`config.mk`:
```
export PLATFORM = sky130hd
export DESIGN_NAME = rtc_alarm_multi
export DESIGN_NICKNAME = d
export VERILOG_FILES = /design/src/rtl/rtc_pkg.sv /design/src/rtl/rtc_prescaler.sv /design/src/rtl/rtc_alarm_multi.sv
export SDC_FILE = /design/constraint.sdc
export NUM_CORES = 1
export LEC_CHECK = 0
export ABC_AREA = 1
export BUFFER_PORTS_ARGS = -buffer_cell sky130_fd_sc_hd__buf_2
export CAP_MARGIN = 20
export CORE_ASPECT_RATIO = 1.4
export CORE_MARGIN = 3
export CORE_UTILIZATION = 59
export CTS_BUF_LIST = sky130_fd_sc_hd__clkbuf_4 sky130_fd_sc_hd__clkbuf_8
export DETAILED_ROUTE_END_ITERATION = 10
export PLACE_DENSITY_LB_ADDON = 0.25
export SLEW_MARGIN = 20
export SYNTH_ARGS = -nofsm -noshare
export SYNTH_HDL_FRONTEND = slang
export SYNTH_HIERARCHICAL = 1
export SYNTH_SLANG_ARGS = --single-unit
```
`constraint.sdc`:
```
create_clock -name clk -period 7.5 [get_ports clk]
set_clock_uncertainty 0.1 [all_clocks]
set_input_delay 1.125 -clock clk [delete_from_list [all_inputs] [get_ports clk]]
set_output_delay 1.125 -clock clk [all_outputs]
set_load 0.02 [all_outputs]
```
`src/rtl/rtc_pkg.sv`:
```
// Shared types and time arithmetic for the multi-alarm real-time clock.
// Includes the FSM encoding, the time-of-day struct and the 12-hour display helper.
package rtc_pkg;

  typedef enum logic [1:0] {
    IDLE   = 2'd0,
    RING   = 2'd1,
    SNOOZE = 2'd2
  } fsm_t;

  localparam logic [4:0] MAX_HOUR = 5'd23;
  localparam logic [5:0] MAX_MIN  = 6'd59;
  localparam logic [5:0] MAX_SEC  = 6'd59;

  typedef struct packed {
    logic [4:0] hours;
    logic [5:0] mins;
    logic [5:0] secs;
  } time_t;

  typedef struct packed {
    logic       pm;
    logic [3:0] hours12;
  } disp_t;

  function automatic logic time_valid(input time_t t);
    return (t.hours <= MAX_HOUR) && (t.mins <= MAX_MIN) && (t.secs <= MAX_SEC);
  endfunction

  function automatic time_t next_time(input time_t t);
    time_t n;
    n = t;
    if (t.secs == MAX_SEC) begin
      n.secs = 6'd0;
      if (t.mins == MAX_MIN) begin
        n.mins = 6'd0;
        if (t.hours == MAX_HOUR) begin
          n.hours = 5'd0;
        end else begin
          n.hours = t.hours + 5'd1;
        end
      end else begin
        n.mins = t.mins + 6'd1;
      end
    end else begin
      n.secs = t.secs + 6'd1;
    end
    return n;
  endfunction

  function automatic disp_t to_12h(input logic [4:0] h);
    disp_t      d;
    logic [4:0] h_pm;
    h_pm = h - 5'd12;
    if (h == 5'd0) begin
      d = '{pm: 1'b0, hours12: 4'd12};
    end else if (h < 5'd12) begin
      d = '{pm: 1'b0, hours12: h[3:0]};
    end else if (h == 5'd12) begin
      d = '{pm: 1'b1, hours12: 4'd12};
    end else begin
      d = '{pm: 1'b1, hours12: h_pm[3:0]};
    end
    return d;
  endfunction

endpackage

```
`src/rtl/rtc_prescaler.sv`:
```
// Seconds prescaler: counts TICK_DIV clocks while running and flags the last one.
// Held at zero while stopped; a clear restarts the second boundary.
module rtc_prescaler #(
  parameter int TICK_DIV = 100000000
) (
  input  logic clk,
  input  logic reset,
  input  logic run,
  input  logic clear,
  output logic tick
);

  localparam int            CW   = $clog2(TICK_DIV);
  localparam logic [CW-1:0] LAST = CW'(TICK_DIV - 1);

  logic [CW-1:0] count_r;

  assign tick = run && (count_r == LAST);

  // Clock-cycle counter with wrap, hold-at-zero and clear.
  always_ff @(posedge clk) begin
    if (!reset) begin
      count_r <= '0;
    end else if (clear || !run || tick) begin
      count_r <= '0;
    end else begin
      count_r <= count_r + CW'(1'b1);
    end
  end

endmodule

```
`src/rtl/rtc_alarm_multi.sv`:
```
// Time-of-day counter with validated loads, NUM_ALARMS alarm slots and a
// ring/snooze/dismiss buzzer FSM; also presents the time in 12-hour form.
module rtc_alarm_multi
  import rtc_pkg::*;
#(
  parameter int TICK_DIV    = 100000000,
  parameter int NUM_ALARMS  = 4,
  parameter int RING_SECS   = 30,
  parameter int SNOOZE_MINS = 5,
  localparam int IW = (NUM_ALARMS > 1) ? $clog2(NUM_ALARMS) : 1
) (
  input  logic                  clk,
  input  logic                  reset,
  input  logic                  run,
  input  logic                  load_time,
  input  logic [4:0]            load_hours,
  input  logic [5:0]            load_mins,
  input  logic [5:0]            load_secs,
  input  logic                  alarm_wr,
  input  logic [IW-1:0]         alarm_idx,
  input  logic [4:0]            alarm_hours,
  input  logic [5:0]            alarm_mins,
  input  logic [5:0]            alarm_secs,
  input  logic [NUM_ALARMS-1:0] alarm_en,
  input  logic                  snooze,
  input  logic                  dismiss,
  output logic [4:0]            hours,
  output logic [5:0]            mins,
  output logic [5:0]            secs,
  output logic [3:0]            disp_hours,
  output logic                  pm,
  output logic                  sec_pulse,
  output logic                  buzzer,
  output logic [IW-1:0]         ring_idx,
  output logic                  load_err
);

  localparam logic [7:0]  RING_LOAD = 8'(RING_SECS);
  localparam logic [11:0] SNZ_LOAD  = 12'(SNOOZE_MINS * 60);

  time_t         time_r;
  time_t         next_time_s;
  time_t         load_val_s;
  time_t         alarm_val_s;
  time_t         slot_r [NUM_ALARMS];
  logic          tick_s;
  logic          load_ok_s;
  logic          alarm_ok_s;
  logic          load_acc_s;
  logic          adv_s;
  logic          match_s;
  logic [IW-1:0] match_idx_s;
  logic          en_ring_s;
  fsm_t          state_r;
  fsm_t          state_n_s;
  logic [7:0]    ring_cnt_r;
  logic [7:0]    ring_cnt_n_s;
  logic [11:0]   snz_cnt_r;
  logic [11:0]   snz_cnt_n_s;
  logic [IW-1:0] ring_idx_r;
  logic [IW-1:0] ring_idx_n_s;
  logic          sec_pulse_r;
  logic          load_err_r;
  disp_t         disp_s;

  assign load_val_s  = '{hours: load_hours, mins: load_mins, secs: load_secs};
  assign alarm_val_s = '{hours: alarm_hours, mins: alarm_mins, secs: alarm_secs};
  assign load_ok_s   = time_valid(load_val_s);
  assign alarm_ok_s  = time_valid(alarm_val_s) && ({1'b0, alarm_idx} < (IW+1)'(NUM_ALARMS));
  assign load_acc_s  = load_time && load_ok_s;
  // An accepted load swallows a coincident tick.
  assign adv_s       = tick_s && !load_acc_s;
  assign next_time_s = next_time(time_r);
  assign en_ring_s   = alarm_en[ring_idx_r];

  rtc_prescaler #(.TICK_DIV(TICK_DIV)) u_prescaler (
    .clk   (clk),
    .reset (reset),
    .run   (run),
    .clear (load_acc_s),
    .tick  (tick_s)
  );

  // Time-of-day register: load wins over advance.
  always_ff @(posedge clk) begin
    if (!reset) begin
      time_r <= '0;
    end else if (load_acc_s) begin
      time_r <= load_val_s;
    end else if (adv_s) begin
      time_r <= next_time_s;
    end
  end

  // Alarm slot storage.
  always_ff @(posedge clk) begin
    if (!reset) begin
      for (int i = 0; i < NUM_ALARMS; i++) begin
        slot_r[i] <= '0;
      end
    end else if (alarm_wr && alarm_ok_s) begin
      slot_r[alarm_idx] <= alarm_val_s;
    end
  end

  // Matcher against the post-increment time; the descending scan leaves the lowest hit.
  always_comb begin
    match_s     = 1'b0;
    match_idx_s = '0;
    for (int i = NUM_ALARMS - 1; i >= 0; i--) begin
      match_s     = match_s | (alarm_en[i] && (slot_r[i] == next_time_s));
      match_idx_s = (alarm_en[i] && (slot_r[i] == next_time_s)) ? IW'(i) : match_idx_s;
    end
  end

  // Buzzer FSM next-state: dismiss > enable-drop > snooze > tick countdown.
  always_comb begin
    state_n_s    = state_r;
    ring_cnt_n_s = ring_cnt_r;
    snz_cnt_n_s  = snz_cnt_r;
    ring_idx_n_s = ring_idx_r;
    case (state_r)
      IDLE: begin
        if (adv_s && match_s) begin
          state_n_s    = RING;
          ring_cnt_n_s = RING_LOAD;
          ring_idx_n_s = match_idx_s;
        end else begin
          state_n_s = IDLE;
        end
      end
      RING: begin
        if (dismiss || !en_ring_s) begin
          state_n_s = IDLE;
        end else if (snooze) begin
          state_n_s   = SNOOZE;
          snz_cnt_n_s = SNZ_LOAD;
        end else if (adv_s) begin
          if (ring_cnt_r == 8'd1) begin
            state_n_s = IDLE;
          end else begin
            ring_cnt_n_s = ring_cnt_r - 8'd1;
          end
        end else begin
          state_n_s = RING;
        end
      end
      SNOOZE: begin
        if (dismiss || !en_ring_s) begin
          state_n_s = IDLE;
        end else if (adv_s) begin
          if (snz_cnt_r == 12'd1) begin
            state_n_s    = RING;
            ring_cnt_n_s = RING_LOAD;
          end else begin
            snz_cnt_n_s = snz_cnt_r - 12'd1;
          end
        end else begin
          state_n_s = SNOOZE;
        end
      end
      default: begin
        state_n_s = IDLE;
      end
    endcase
  end

  // FSM state, timers and status pulses.
  always_ff @(posedge clk) begin
    if (!reset) begin
      state_r     <= IDLE;
      ring_cnt_r  <= 8'd0;
      snz_cnt_r   <= 12'd0;
      ring_idx_r  <= '0;
      sec_pulse_r <= 1'b0;
      load_err_r  <= 1'b0;
    end else begin
      state_r     <= state_n_s;
      ring_cnt_r  <= ring_cnt_n_s;
      snz_cnt_r   <= snz_cnt_n_s;
      ring_idx_r  <= ring_idx_n_s;
      sec_pulse_r <= adv_s;
      load_err_r  <= (load_time && !load_ok_s) || (alarm_wr && !alarm_ok_s);
    end
  end

  assign disp_s     = to_12h(time_r.hours);
  assign hours      = time_r.hours;
  assign mins       = time_r.mins;
  assign secs       = time_r.secs;
  assign disp_hours = disp_s.hours12;
  assign pm         = disp_s.pm;
  assign sec_pulse  = sec_pulse_r;
  assign buzzer     = (state_r == RING);
  assign ring_idx   = ring_idx_r;
  assign load_err   = load_err_r;

endmodule

```
### Word-level counts from Yosys, hierarchy flattened

Memory sizes are Yosys's and may differ from the RTL's.
Cells that the tools add are included.

| storage, ports and cells | value |
|---|---|
| register bits | 70 |
| RAM bits | 68 |
| memories kept | 1 |

Memories:

| name | depth | bits a word | rd ports | clocked after memory_dff | write ports | line | source |
|---|---|---|---|---|---|---|---|
| slot_r | 4 | 17 | 4 | 0 | 4 | rtc_alarm_multi.sv:45 | `time_t slot_r [NUM_ALARMS];` |

| operators by class | value |
|---|---|
| bitwise logic cells | 4 |
| equal/unequal tests | 25 |
| reduce and logical (&&, ||, !) cells | 35 |
| $lt $le $gt $ge | 8 |
| $add $sub $neg | 7 |
| multiplexer cells | 47 |

Operators with widths:

| kind | count |
|---|---|
| 17-bit equality test | 4 |
| 8-bit two-way mux | 8 |
| 12-bit two-way mux | 5 |
| 17-bit two-way mux | 3 |
| 27-bit by 1-bit adder with 27-bit output, second input constant | 1 |
| 27-bit equality test, second input constant | 1 |
| 6-bit <= comparator, second input constant | 4 |
| 2-bit two-way mux | 12 |
| 12-bit case mux with 2 select lines | 1 |
| 8-bit case mux with 3 select lines | 1 |
| 5-bit two-way mux | 4 |
| 2-bit != test, second input constant | 9 |
| 17-bit OR reduction | 1 |
| 1-bit logical AND | 15 |
| 6-bit by 1-bit adder with 6-bit output, second input constant | 2 |
| 12-bit by 1-bit equality test with 1-bit output, second input constant | 1 |
| 6-bit equality test, second input constant | 2 |
| 6-bit two-way mux | 2 |
| 12-bit by 1-bit subtractor with 12-bit output, second input constant | 1 |
| 11-bit two-way mux | 1 |
| 5-bit <= comparator, second input constant | 2 |
| 9-bit AND reduction | 1 |
| 8-bit by 1-bit equality test with 1-bit output, second input constant | 1 |
| 8-bit by 1-bit subtractor with 8-bit output, second input constant | 1 |
| 26 further kinds | 43 |

### Logic depth before layout (Yosys ltp)

| depth | value |
|---|---|
| depth in word-level cells | 12 |
| mapped depth | 22 |

### Cells and area by module

Netlist, hierarchy kept.

Modules (own cells, without submodules):

| module | cells each | area each (µm²) | instances |
|---|---|---|---|
| rtc_alarm_multi | 960 | 6891.6 | 1 |
| rtc_prescaler | 243 | 1502.7 | 1 |

### Worst setup path before layout

No wires, ideal clock.

| timing path | value |
|---|---|
| kind | in2reg |
| from | input alarm_hours[3] |
| to | memory slot_r[0][0] in the netlist's numbering, enable pin |
| setup slack | 4.251 ns |
| path buffers | 1 |
| library setup time | 0.374 ns |
| required time | 7.026 ns |
| stages | 10 |
| arrival time | 2.775 ns |
| cell sequence | inv_1 -> o221ai_1 -> nor2_1 -> inv_1 -> nor2_1 -> clkinv_1 -> nor2_1 -> nand2_1 -> clkbuf_1 -> nand2_1 |

RTL lines:

| element | line | source |
|---|---|---|
| start: declaration | rtc_alarm_multi.sv:21 | `input logic [4:0] alarm_hours,` |
| end: declaration | rtc_alarm_multi.sv:45 |  |

==> flow_metrics.py <==
metrics = {
    "global_routing": {
        "first_global_vias": 7515,
        "antenna_found_initial": 1,
        "grt_pass1_wl_mm": 36.57,
        "grt_max_degree": 32,
        "grt_usage_pct": 29.88,
        "grt_overflow": 0,
    },
    "clock_network": {
        "numClockSinks": 138,
        "path_clk_slew_ns": 0.08,
        "cts_tree": "done",
        "post-cts-setup-buffers": 0,
        "cts-buffers-inserted": 17,
        "cts_root_buf": "clkbuf_8",
        "ctsHoldBuffers": 0,
        "post_cts_resized": 0,
        "clk_latency_ns": 0.45,
        "cts.htree.levels": 4,
        "max-clock-path-buffers": 2,
    },
    "setup_path": {
        "worstPathRequired_ns": 7.47,
        "crit_chain": "buf_2, inv_1, nor2_1, clkinv_1, nor2_1, nand2_1, nand2_1",
        "crit_path_max_fanout": 31,
        "critPathArrivalTime_ns": 4.35,
        "critPathKind": "in -> reg",
        "cp_num_buf_inv": 3,
        "end_kind": "flop",
        "crit_family": "simple AND/OR/NAND/NOR gates",
        "startpoint_type": "primary input",
        "slowest_stage": "nand2_1",
        "slowest_delay_ns": 0.72,
    },
    "floorplanning": {
        "initial_core_util_pct": 61.55,
        "placement_rows": 50,
        "coreArea_um2": 13640,
        "die_h_um": 147.1,
        "dieArea_um2": 15720,
        "ios": 74,
        "chipWidth_um": 106.8,
    },
    "timing": {
        "fin_hold_ws_ns": 0.3595,
        "hold_viol": 0,
        "slew_headroom_pct": 32.12,
        "finalSetupViolations": 0,
        "rsz0062_at_grt": "no",
        "setup_tns_ns": 0,
        "tightest_slew_ns": 1.014,
        "period_needed_ns": 4.376,
        "final_max_slew_viol_count": 0,
        "min_period_over_period_pct": 58.34,
        "fmax_mhz": 228.5,
    },
    "logic_synthesis": {
        "yosysWarnings": 6,
        "ys.flop_type": "dfxtp_1",
        "synth_xor_area_share_pct": 1.565,
        "async_flop_share_pct": 0,
        "ys_seq_area_share_pct": 41.02,
        "synth_top_area_share_pct": 24.33,
        "ys_types": 52,
        "synthAdderAreaFrac_pct": 1.789,
        "syn_area_per_cell_um2": 6.978,
        "synth_top_family_by_area": "simple AND/OR/NAND/NOR gates",
        "yosysTopAreaCell": "edfxtp_1",
        "syn_nets": 1262,
        "ys_top_cells_by_count": "nand2_1 (341), nor2_1 (234), inv_1 (164)",
        "syn_area_um2": 8394,
        "muxShareOfSynthArea_pct": 0,
        "synth-seq-cells": 138,
        "synth_edf_count": 68,
        "synthSimpleGateAreaFrac_pct": 39.05,
        "yosys.cell_count.top_type": "nand2_1",
        "netlist_instances": 1203,
        "synth_compound_area_share_pct": 7.423,
        "synth.area.top_cells": "edfxtp_1 (24%), dfxtp_1 (17%), nand2_1 (15%), nor2_1 (10%), inv_1 (7.3%)",
    },
    "cells_and_area": {
        "fin_nets": 1334,
        "areaGrowthSynthToFinish_pct": 10.18,
        "drive_gt1_share_pct": 12.34,
        "final_area_um2": 9249,
        "diodes": 0,
    },
    "power_and_ir_drop": {
        "power.density_nw_per_um2": 180.7,
        "p_clk_share_pct": 36.8,
        "leakagePower_nw": 4.223,
        "combinationalPowerShare_pct": 12.0,
        "power.total_mw": 1.671,
        "internal_power_mw": 1.224,
        "p_seq_share_pct": 51.2,
        "switching_share_pct": 26.75,
        "peakVddDrop_mv": 0.1043,
        "p_sw_mw": 0.4470,
    },
    "place": {
        "place_congestion": 0.9392,
        "port_buffers": 73,
        "dp_hpwl_mm": 17.44,
        "place_area_um2": 8850,
    },
    "detailed_routing": {
        "viasPerCell": 5.486,
        "finalWirelength_mm": 23.10,
        "vias": 8064,
        "drc": 0,
        "ant_nets": 0,
        "drt_pre_antenna_iters": 5,
        "drt_iter0_drc": 676,
        "wl_per_cell_um": 15.71,
    },
    "outcome": {
        "status": "finished, final reports clean",
    },
    "run": {
        "cap_viol_max_count": 0,
    },
    "min_path": {
        "worstHoldPathType": "reg -> reg",
    },
}
-- state kept, by name, indices dropped and copies added (netlist names) --
name	flops
ring_idx	2
mins	6
load_err	1
ring_cnt_r	8
u_prescaler/count_r	27
secs	6
state_r	2
sec_pulse	1
slot_r	68
snz_cnt_r	12
hours	5
-- final cells by class --
| class | instances | area (um^2) |
|---|---|---|
| clock buffers | 24 | 305.3 |
| clock inverters | 8 | 93.84 |
| fillers | 1254 | 4389 |
| inverters | 168 | 630.6 |
| multi-input cells | 877 | 4183 |
| flip-flops and latches | 138 | 3443 |
| well taps | 182 | 227.7 |
| repair buffers | 73 | 365.4 |
-- per-stage QoR --
| stage | setup slack [ns] | cells | util (%) |
|---|---|---|---|
| finish | 3.124 | 1470 | 67.82 |
| global route | 2.919 | 1470 | 67.82 |
| CTS | 3.158 | 1470 | 67.82 |
| detailed placement | 2.743 | 1438 | 64.89 |
| global placement | 2.867 | 1438 | 64.89 |
| floorplan | 4.251 | 1203 | - |
-- power groups by stage --
| stage | registers [mW] | logic (mW) | clock network, mW |
|---|---|---|---|
| after floorplan | 0.865 | 0.128 | 0 |
| after global placement | 0.871 | 0.192 | 0 |
| after detailed placement | 0.872 | 0.196 | 0 |
| after CTS | 0.855 | 0.197 | 0.620 |
| after global routing | 0.858 | 0.221 | 0.654 |
| final | 0.856 | 0.200 | 0.615 |
-- layout by cell type, fill, tap and decap left out, types with 5 or more instances in the layout --
master,instances
or2_2,7
a31oi_1,10
nand2_2,15
ha_1,12
a21oi_1,37
inv_1,164
clkbuf_8,20
nand3_2,10
nor2_1,234
o221ai_1,5
edfxtp_1,68
nand2_1,341
nand3b_1,14
xor2_1,5
nand3_1,74
o21ai_0,37
nand4_1,22
dfxtp_1,70
buf_2,73
xnor2_1,10
-- kinds of logic (layout without fill, tap and decap cells) --
logic type,after synthesis,after routing
AOI/OAI and AO/OA,108,108
xor gates and xnor gates,15,15
adders and majority gates,12,12
buffers and inverters,188,273
DFF,138,138
and+or+nand+nor,742,742
-- final timing paths --
check / start / to / slack, ns / cells after the start
worst min register to register: snz_cnt_r[11] / snz_cnt_r[11] / 0.36 / 1
worst min-delay path: snz_cnt_r[11] / snz_cnt_r[11] / 0.36 / 1
worst max-delay path: reset / slot_r[2][2] / 3.12 / 7
worst max register to register: secs[0] / ring_cnt_r[0] / 3.92 / 18
-- worst register-to-register path: stages, from the launching register on --
cell     delay (ns)
dfxtp_1        0.50
ha_1           0.34
nand2_4        0.12
nor2_8         0.42
nand2_2        0.29
nand2_2        0.17
nand2_2        0.15
nand2_1        0.10
nand2_1        0.07
nor2_1         0.10
nand3_1        0.12
nor2_1         0.21
nand3_1        0.11
nand2_1        0.16
o21ai_2        0.09
nand2_4        0.17
nand3_1        0.09
nand2_1        0.11
nor2_1         0.05
-- metal layers --
layer | wire, um | track usage (%) | part of all wire [%] | vias to the layer above
met5 | 7 | 0 | 0.030 | -
met3 | 1725 | 5.890 | 7.5 | 99
li1 | - | - | - | 3977
met2 | 10800 | 48.52 | 47 | 348
met1 | 9015 | 35.79 | 39 | 3638
met4 | 1545 | 19.51 | 6.7 | 2
No activity file was read; power rests on OpenSTA's default activity.
